--- src/rtl/display_scan_ctrl.sv ---
// Multiplexed 7-segment scan controller: time-slices NUM_DIGITS digits with
// dead-time anti-ghosting, a double-buffered message and per-digit blinking.
module display_scan_ctrl #(
    parameter int         NUM_DIGITS   = 4,
    parameter int         REFRESH_DIV  = 50000,
    parameter int         DEAD_CYCLES  = 2,
    parameter int         BLINK_FRAMES = 64,
    parameter logic [3:0] BLANK_CODE   = 4'd15
) (
    input  logic                      clk,
    input  logic                      rst_n,
    input  logic                      load_valid,
    output logic                      load_ready,
    input  logic [4*NUM_DIGITS-1:0]   load_chars,
    input  logic [NUM_DIGITS-1:0]     blink_mask,
    output logic [3:0]                char_sel,
    output logic [NUM_DIGITS-1:0]     digit_en,
    output logic                      frame_done
);

    localparam int CW = (REFRESH_DIV > 1) ? $clog2(REFRESH_DIV) : 1;
    localparam int IW = $clog2(NUM_DIGITS);
    localparam int FW = (BLINK_FRAMES > 1) ? $clog2(BLINK_FRAMES) : 1;

    localparam logic [CW-1:0] CNT_LAST = CW'(REFRESH_DIV - 1);
    localparam logic [CW-1:0] CNT_DEAD = CW'(DEAD_CYCLES);
    localparam logic [IW-1:0] IDX_LAST = IW'(NUM_DIGITS - 1);
    localparam logic [FW-1:0] FC_LAST  = FW'(BLINK_FRAMES - 1);
    localparam logic [4*NUM_DIGITS-1:0] BLANK_MSG = {NUM_DIGITS{BLANK_CODE}};

    logic [CW-1:0]            r_cnt;
    logic [IW-1:0]            r_idx;
    logic [FW-1:0]            r_fc;
    logic                     r_ph;
    logic                     r_pending;
    logic [4*NUM_DIGITS-1:0]  r_shadow;
    logic [4*NUM_DIGITS-1:0]  r_active;
    logic [3:0]               r_char_sel;

    logic                     w_slot_end;
    logic                     w_frame_end;
    logic                     w_handshake;
    logic                     w_blank;
    logic [3:0]               w_cur_char;

    assign w_slot_end  = (r_cnt == CNT_LAST);
    assign w_frame_end = w_slot_end && (r_idx == IDX_LAST);
    assign w_handshake = load_valid && !r_pending;
    assign w_blank     = r_ph && blink_mask[r_idx];
    assign w_cur_char  = r_active[4*r_idx +: 4];

    always_ff @(posedge clk or negedge rst_n) begin
        if (!rst_n) begin
            r_cnt <= '0;
            r_idx <= '0;
        end else if (w_slot_end) begin
            r_cnt <= '0;
            r_idx <= (r_idx == IDX_LAST) ? '0 : r_idx + 1'b1;
        end else begin
            r_cnt <= r_cnt + 1'b1;
        end
    end

    // A handshake needs pending=0 and a swap needs pending=1, so the two never
    // collide; a load landing on the frame-end edge waits a full frame.
    always_ff @(posedge clk or negedge rst_n) begin
        if (!rst_n) begin
            r_pending <= 1'b0;
            r_shadow  <= BLANK_MSG;
            r_active  <= BLANK_MSG;
        end else if (w_handshake) begin
            r_shadow  <= load_chars;
            r_pending <= 1'b1;
        end else if (w_frame_end && r_pending) begin
            r_active  <= r_shadow;
            r_pending <= 1'b0;
        end
    end

    always_ff @(posedge clk or negedge rst_n) begin
        if (!rst_n) begin
            r_fc <= '0;
            r_ph <= 1'b0;
        end else if (w_frame_end) begin
            if (r_fc == FC_LAST) begin
                r_fc <= '0;
                r_ph <= ~r_ph;
            end else begin
                r_fc <= r_fc + 1'b1;
            end
        end
    end

    // char_sel trails the scan state by one cycle; the dead time at slot
    // start hides the lag because digit_en is still off.
    always_ff @(posedge clk or negedge rst_n) begin
        if (!rst_n) begin
            r_char_sel <= BLANK_CODE;
        end else begin
            r_char_sel <= w_blank ? BLANK_CODE : w_cur_char;
        end
    end

    always_comb begin
        digit_en = '0;
        if (r_cnt >= CNT_DEAD) begin
            digit_en = NUM_DIGITS'(1) << r_idx;
        end
    end

    assign char_sel   = r_char_sel;
    assign frame_done = w_frame_end;
    assign load_ready = !r_pending;

endmodule

--- config.mk ---
export PLATFORM = sky130hd
export DESIGN_NAME = display_scan_ctrl
export DESIGN_NICKNAME = d
export VERILOG_FILES = /design/src/rtl/display_scan_ctrl.sv
export SDC_FILE = /design/constraint.sdc
export NUM_CORES = 1
export LEC_CHECK = 0
export ABC_CLOCK_PERIOD_IN_PS = 2670
export CAP_MARGIN = 20
export CORE_MARGIN = 8
export CORE_UTILIZATION = 29
export CTS_BUF_LIST = sky130_fd_sc_hd__clkbuf_16
export CTS_CLUSTER_DIAMETER = 50
export CTS_CLUSTER_SIZE = 14
export DETAILED_ROUTE_END_ITERATION = 8
export PLACE_DENSITY_LB_ADDON = 0.1
export SETUP_SLACK_MARGIN = 0.3
export SLEW_MARGIN = 10
export SYNTH_ARGS = -nofsm -noshare
export SYNTH_HDL_FRONTEND = slang
export SYNTH_SLANG_ARGS = --single-unit
export TNS_END_PERCENT = 1
--- constraint.sdc ---
create_clock -name clk -period 2.67 [get_ports clk]
set_clock_uncertainty 0.15 [all_clocks]
set_input_delay 0.534 -clock clk [delete_from_list [all_inputs] [get_ports clk]]
set_output_delay 0.534 -clock clk [all_outputs]
set_load 0.005 [all_outputs]
# Word level (Yosys, flattened, before mapping)
# Index checks and enable logic that the tools add are counted.
[word_totals]
register_bits = 62
latchBits = 0
mem_bits_rw = 0
mem_bits_ro = 0
input_bits = 23
output_inout_bits = 10
word_cells = 37
memories = 0
[classes]
addsub = 3
n_mul = 0
n_div = 0
n_lt_le_gt_ge = 2
eq_ne = 3
n_shift = 2
mux = 9
n_bitwise = 2
n_reduce_logical = 8
[ops]
columns = ["cell", "count"]
rows = [
  ["adder 16 x 1 -> 16 bit (second input constant)", 1],
  ["== test 16 bit (second input constant)", 1],
  [">= comparator 16 x 2 -> 1 bit (second input constant)", 1],
  ["two-way mux 16 bit", 1],
  ["indexed part select 16 x 5 -> 4 bit", 1],
  ["two-way mux 4 bit", 2],
  ["adder 6 x 1 -> 6 bit (second input constant)", 1],
  ["== test 6 bit (second input constant)", 1],
  ["two-way mux 6 bit", 1],
  ["logical AND 1 bit", 4],
  ["AND reduction 2 bit", 2],
  ["left shift 1 x 2 -> 4 bit (first input constant)", 1],
  ["< comparator 2 x 3 -> 1 bit (second input constant)", 1],
  ["two-way mux 1 bit", 3],
  ["adder 2 x 1 -> 2 bit (second input constant)", 1],
  ["binary-select mux 1 bit (select 2 bit)", 1],
  ["== test 2 bit (second input constant)", 1],
  ["two-way mux 2 bit", 1],
  ["inverter 1 bit", 2],
  ["nonzero test 2 bit", 1],
  ["zero test 1 bit", 1],
]

# Logic depth before layout (Yosys ltp)
# Gate-level depths: netlist of run 1.
[logic_depth]
ltp_word = 5
mapped_depth = 7
depth_no_buf = 6

# Worst setup path before layout of run 1
# No wires, ideal clock.
[synth_path]
path_kind = "register to output"
from = "register r_cnt[11]"
to = "output digit_en[0]"
arrival_time_ns = 1.528
required_ns = 1.986
setup_slack_ns = 0.458
path_stages_with_launch = 5
n_path_buf = 0
cell_sequence = "dfrtp_1 > or4_4 > nor4_2 > and3_1 > nor2b_1"
[synth_via]
elab_chain_cells = 2
[synth_lines]
columns = ["element", "line", "source"]
rows = [
  ["start: declaration", "31", "logic [CW-1:0] r_cnt;"],
  ["start signal: assignment", "60", "r_cnt <= r_cnt + 1'b1;"],
  [">= comparator 16 x 2 -> 1 bit", "106", "if (r_cnt >= CNT_DEAD) begin"],
  ["two-way mux 4 bit", "106", ""],
  ["end: declaration", "17", "output logic [NUM_DIGITS-1:0] digit_en,"],
]
# No other way between the ends.

# Worst setup path after layout of run 1
[layout_path]
from = "register r_cnt[13]"
to = "output digit_en[2]"
# Same word-level chain as after synthesis.

==> summary.txt, run 1 <==
Outcome
  • Status: completed

Clock tree
  • CTS Hold Bufs: 0
  • Worst skew pair latency: 320 ps
  • CTS tree: done
  • Clk sinks: 62
  • Clock Tree Buf Depth: 2
  • Clock Tree Root: clkbuf_16
  • Clock transition at path regs: 50 ps
  • Num CTS Buffers: 9
  • H-tree lvl count: 3

Worst setup path
  • Startpoint class of the critical path: flop
  • Worst Path Required: 1990 ps
  • Worst Setup EP: digit_en[2]
  • R2R Path End: r_active[1]
  • Critical path endpoint category: output port
  • WS Path Type: flop to output port
  • CP startpoint: r_cnt[13]
  • Worst-path maximum fanout: 2
  • R2R Setup Slk: 410 ps
  • Worst reg2reg startpoint: r_cnt[1]
  • CP arrival: 1950 ps
  • R2r worst-path depth: 8

Die
  • Starting Density: 29.9%
  • Core area: 0.00982 mm²
  • Rows: 36
  • IO Pins: 33
  • Die height: 117 µm
  • Horiz. Die Dim: 117 µm
  • Die ar.: 0.0136 mm²

Synthesis
  • Multiplexer area fraction after synthesis: 17.7%
  • Yosys cell types: 40
  • Seq/Total Area, Yosys: 54.4%
  • Syn_nets: 252
  • Synth Area in Simple Gates: 15.0%
  • Mapped Cells: 222
  • Largest family of logic cells by synthesized area: multiplexers
  • Syn avg cell area: 13.2 µm²
  • Area share of fa/ha/maj cells after synthesis: 2.99%
  • Synth Register Bits: 62
  • Post-Synth XOR/XNOR Area: 4.18%
  • Synth Warn #: 0
  • Post-synthesis compound-gate area fraction: 3.28%
  • Mapped Area: 0.00293 mm²

Global routing
  • Antenna violations before repair: 0
  • First-pass GRT wire length: 10400 µm
  • Remaining Overflow, GRT: 0
  • Largest net degree at the start of global routing: 63
  • All-layer global routing usage: 10.0%
  • Number of global-route vias before repair: 2051

Finish
  • Share of cells above drive strength 1: 47.9%
  • Final Util: 39.6%
  • Area Overhead vs Synth: 32.5%
  • Most frequent cells in the layout: 36 x dfstp_2, 26 x clkdlybuf4s50_1, 26 x dfrtp_1
  • Nets: 307
  • Commonest non-fill, non-tap cell in the layout: dfstp_2
  • Fin cells: 415
  • Fillers: 954
  • Final cell area excluding filler cells: 0.00389 mm²
  • ANT cells: 0

Detailed routing
  • WL/cell: 14.8 µm
  • Routed via count: 1861
  • DRT iter0 DRCs: 87
  • Final ANT Viol Nets: 0
  • Drt pass-1 iters: 4
  • DR vias/cell: 4.48
  • Drt drc: 0
  • Post-Route WL: 6150 µm

Placement
  • Routability cong.: 0.765
  • DP Wirelength: 4190 µm
  • Dpl cells: 396
  • Dpl cell area: 0.00350 mm²
  • PortBufs: 32

Power and ir drop
  • Tot Pwr: 0.00225 W
  • Peak VDD IR: 0.273 mV
  • Leak: 1.67 nW
  • Pwr dens: 579 mW/mm²

STA
  • Final min period: 2630 ps
  • Slew HR: 68.3%
  • Slew Limit Fails: 0
  • Final Hold Fails: 0
  • Worst-margin pin slew: 476 ps
  • Max Freq: 380 MHz
  • Final setup violating endpoints: 0
  • Crit share post-route: 98.7%
  • Hold Slack: 55.5 ps
  • RSZ-0062 raised after global routing: true

Worst hold path
  • Worst Hold Class: primary input to asynchronous set/reset pin

Job
  • Max Cap Violations: 0
==> kinds of logic after synthesis <==
| group | Yosys count |
|---|---|
| and+or+nand+nor | 74 |
| DFF | 62 |
| muxes | 38 |
| AOI/OAI and AO/OA | 14 |
| xor gates and xnor gates | 14 |
| buffers and inverters | 13 |
| adders and majority gates | 7 |
==> final cells by class <==
class,count,area (µm²),share of cell area [%]
clock buffer,11,275,7.08
tap,133,166,4.28
inverter,4,15.0,0.386
timing repair buffer,53,483,12.4
clock inverter,5,26.3,0.676
multi-input combinational,147,1320,34.1
sequential,62,1600,41.1
==> through the flow <==
| step | setup WS [ps] | setup TNS (ps) |
|---|---|---|
| final | 35.9 | 0 |
| after CTS | -29.0 | -98.7 |
| after detailed placement | -29.2 | -122 |
| after floorplan | 458 | 0 |
| after global placement | -52.2 | -206 |
| after global routing | -43.2 | -155 |
==> layer usage <==
| metal | global-route usage [%] | part of all wire [%] |
|---|---|---|
| met5 | 0 | 0 |
| met1 | 13.0 | 50 |
| met3 | 3.00 | 4.2 |
| met2 | 15.0 | 44 |
| met4 | 4.78 | 1.9 |
==> report_power, final <==
part	internal [W]	switching, W	leakage, nW
registers	0.000997	0.0000152	0.718
clock network	0.000735	0.000417	0.154
logic	0.0000546	0.0000304	0.802
==> synth_stat cells <==
master | n | area (µm²)
a21o_1 | 1 | 7.51
a21oi_1 | 3 | 15.0
a22oi_1 | 1 | 7.51
and2_1 | 2 | 12.5
and3_1 | 3 | 18.8
and4_1 | 5 | 43.8
buf_2 | 3 | 15.0
buf_4 | 1 | 7.51
buf_6 | 2 | 22.5
clkbuf_1 | 2 | 7.51
clkbuf_2 | 1 | 5.00
dfrtp_1 | 26 | 651
dfstp_2 | 36 | 946
ha_1 | 7 | 87.6
inv_1 | 4 | 15.0
mux2_2 | 24 | 270
mux2_4 | 9 | 135
mux4_2 | 5 | 113
nand2_1 | 11 | 41.3
nand2_4 | 1 | 11.3
nand3_1 | 9 | 45.0
nand4_1 | 9 | 56.3
nor2_1 | 13 | 48.8
nor2b_1 | 5 | 31.3
nor3_1 | 2 | 10.0
nor4_1 | 2 | 12.5
nor4_2 | 2 | 25.0
nor4b_2 | 1 | 15.0
o21a_1 | 2 | 15.0
o21ai_0 | 2 | 10.0
o21ai_2 | 2 | 17.5
o22a_1 | 1 | 8.76
o31ai_1 | 2 | 15.0
or2_2 | 4 | 25.0
or3_1 | 1 | 6.26
or4_1 | 2 | 15.0
or4_4 | 1 | 11.3
or4b_2 | 1 | 10.0
xnor2_1 | 6 | 52.6
xor2_1 | 8 | 70.1
==> how the worst min path moves through the flow <==
| stage | startpoint | end | slack [ps] |
|---|---|---|---|
| after floorplan | rst_n | r_cnt[0] | 90 |
| after global placement | r_fc[4] | r_fc[4] | 310 |
| after detailed placement | r_fc[4] | r_fc[4] | 320 |
| after CTS | rst_n | r_cnt[2] | 70 |
| after global routing | rst_n | r_cnt[2] | 90 |
| final | rst_n | r_cnt[2] | 60 |
==> worst max-delay path, cell delays in order, from the launching register on <==
cell and delay [ps]:
dfrtp_1 370, or4_4 570, nor4_4 170, and3_4 250, buf_6 110, nor2b_1 40, buf_2 120
==> flip-flops by register name, indices dropped and copies added (netlist names) <==
| signal | flops |
|---|---|
| r_active | 16 |
| char_sel | 4 |
| r_shadow | 16 |
| r_cnt | 16 |
| r_fc | 6 |
| r_idx | 2 |
| r_ph | 1 |
| r_pending | 1 |
==> what timing repair did <==
item	in CTS	in global routing
resized for setup	30	3
pin swaps	3	3
setup buffers	3	0
endpoints found under the hold margin	0	0
setup endpoints to repair	5	21
Power figures use the tool's default switching activity.
==> inputs of run 2 (changes only) <==
GPL_ROUTABILITY_DRIVEN = 1   (was not set)
==> results of run 2 <==
No change in the layout: final DEF, timing and power equal those of run 1.
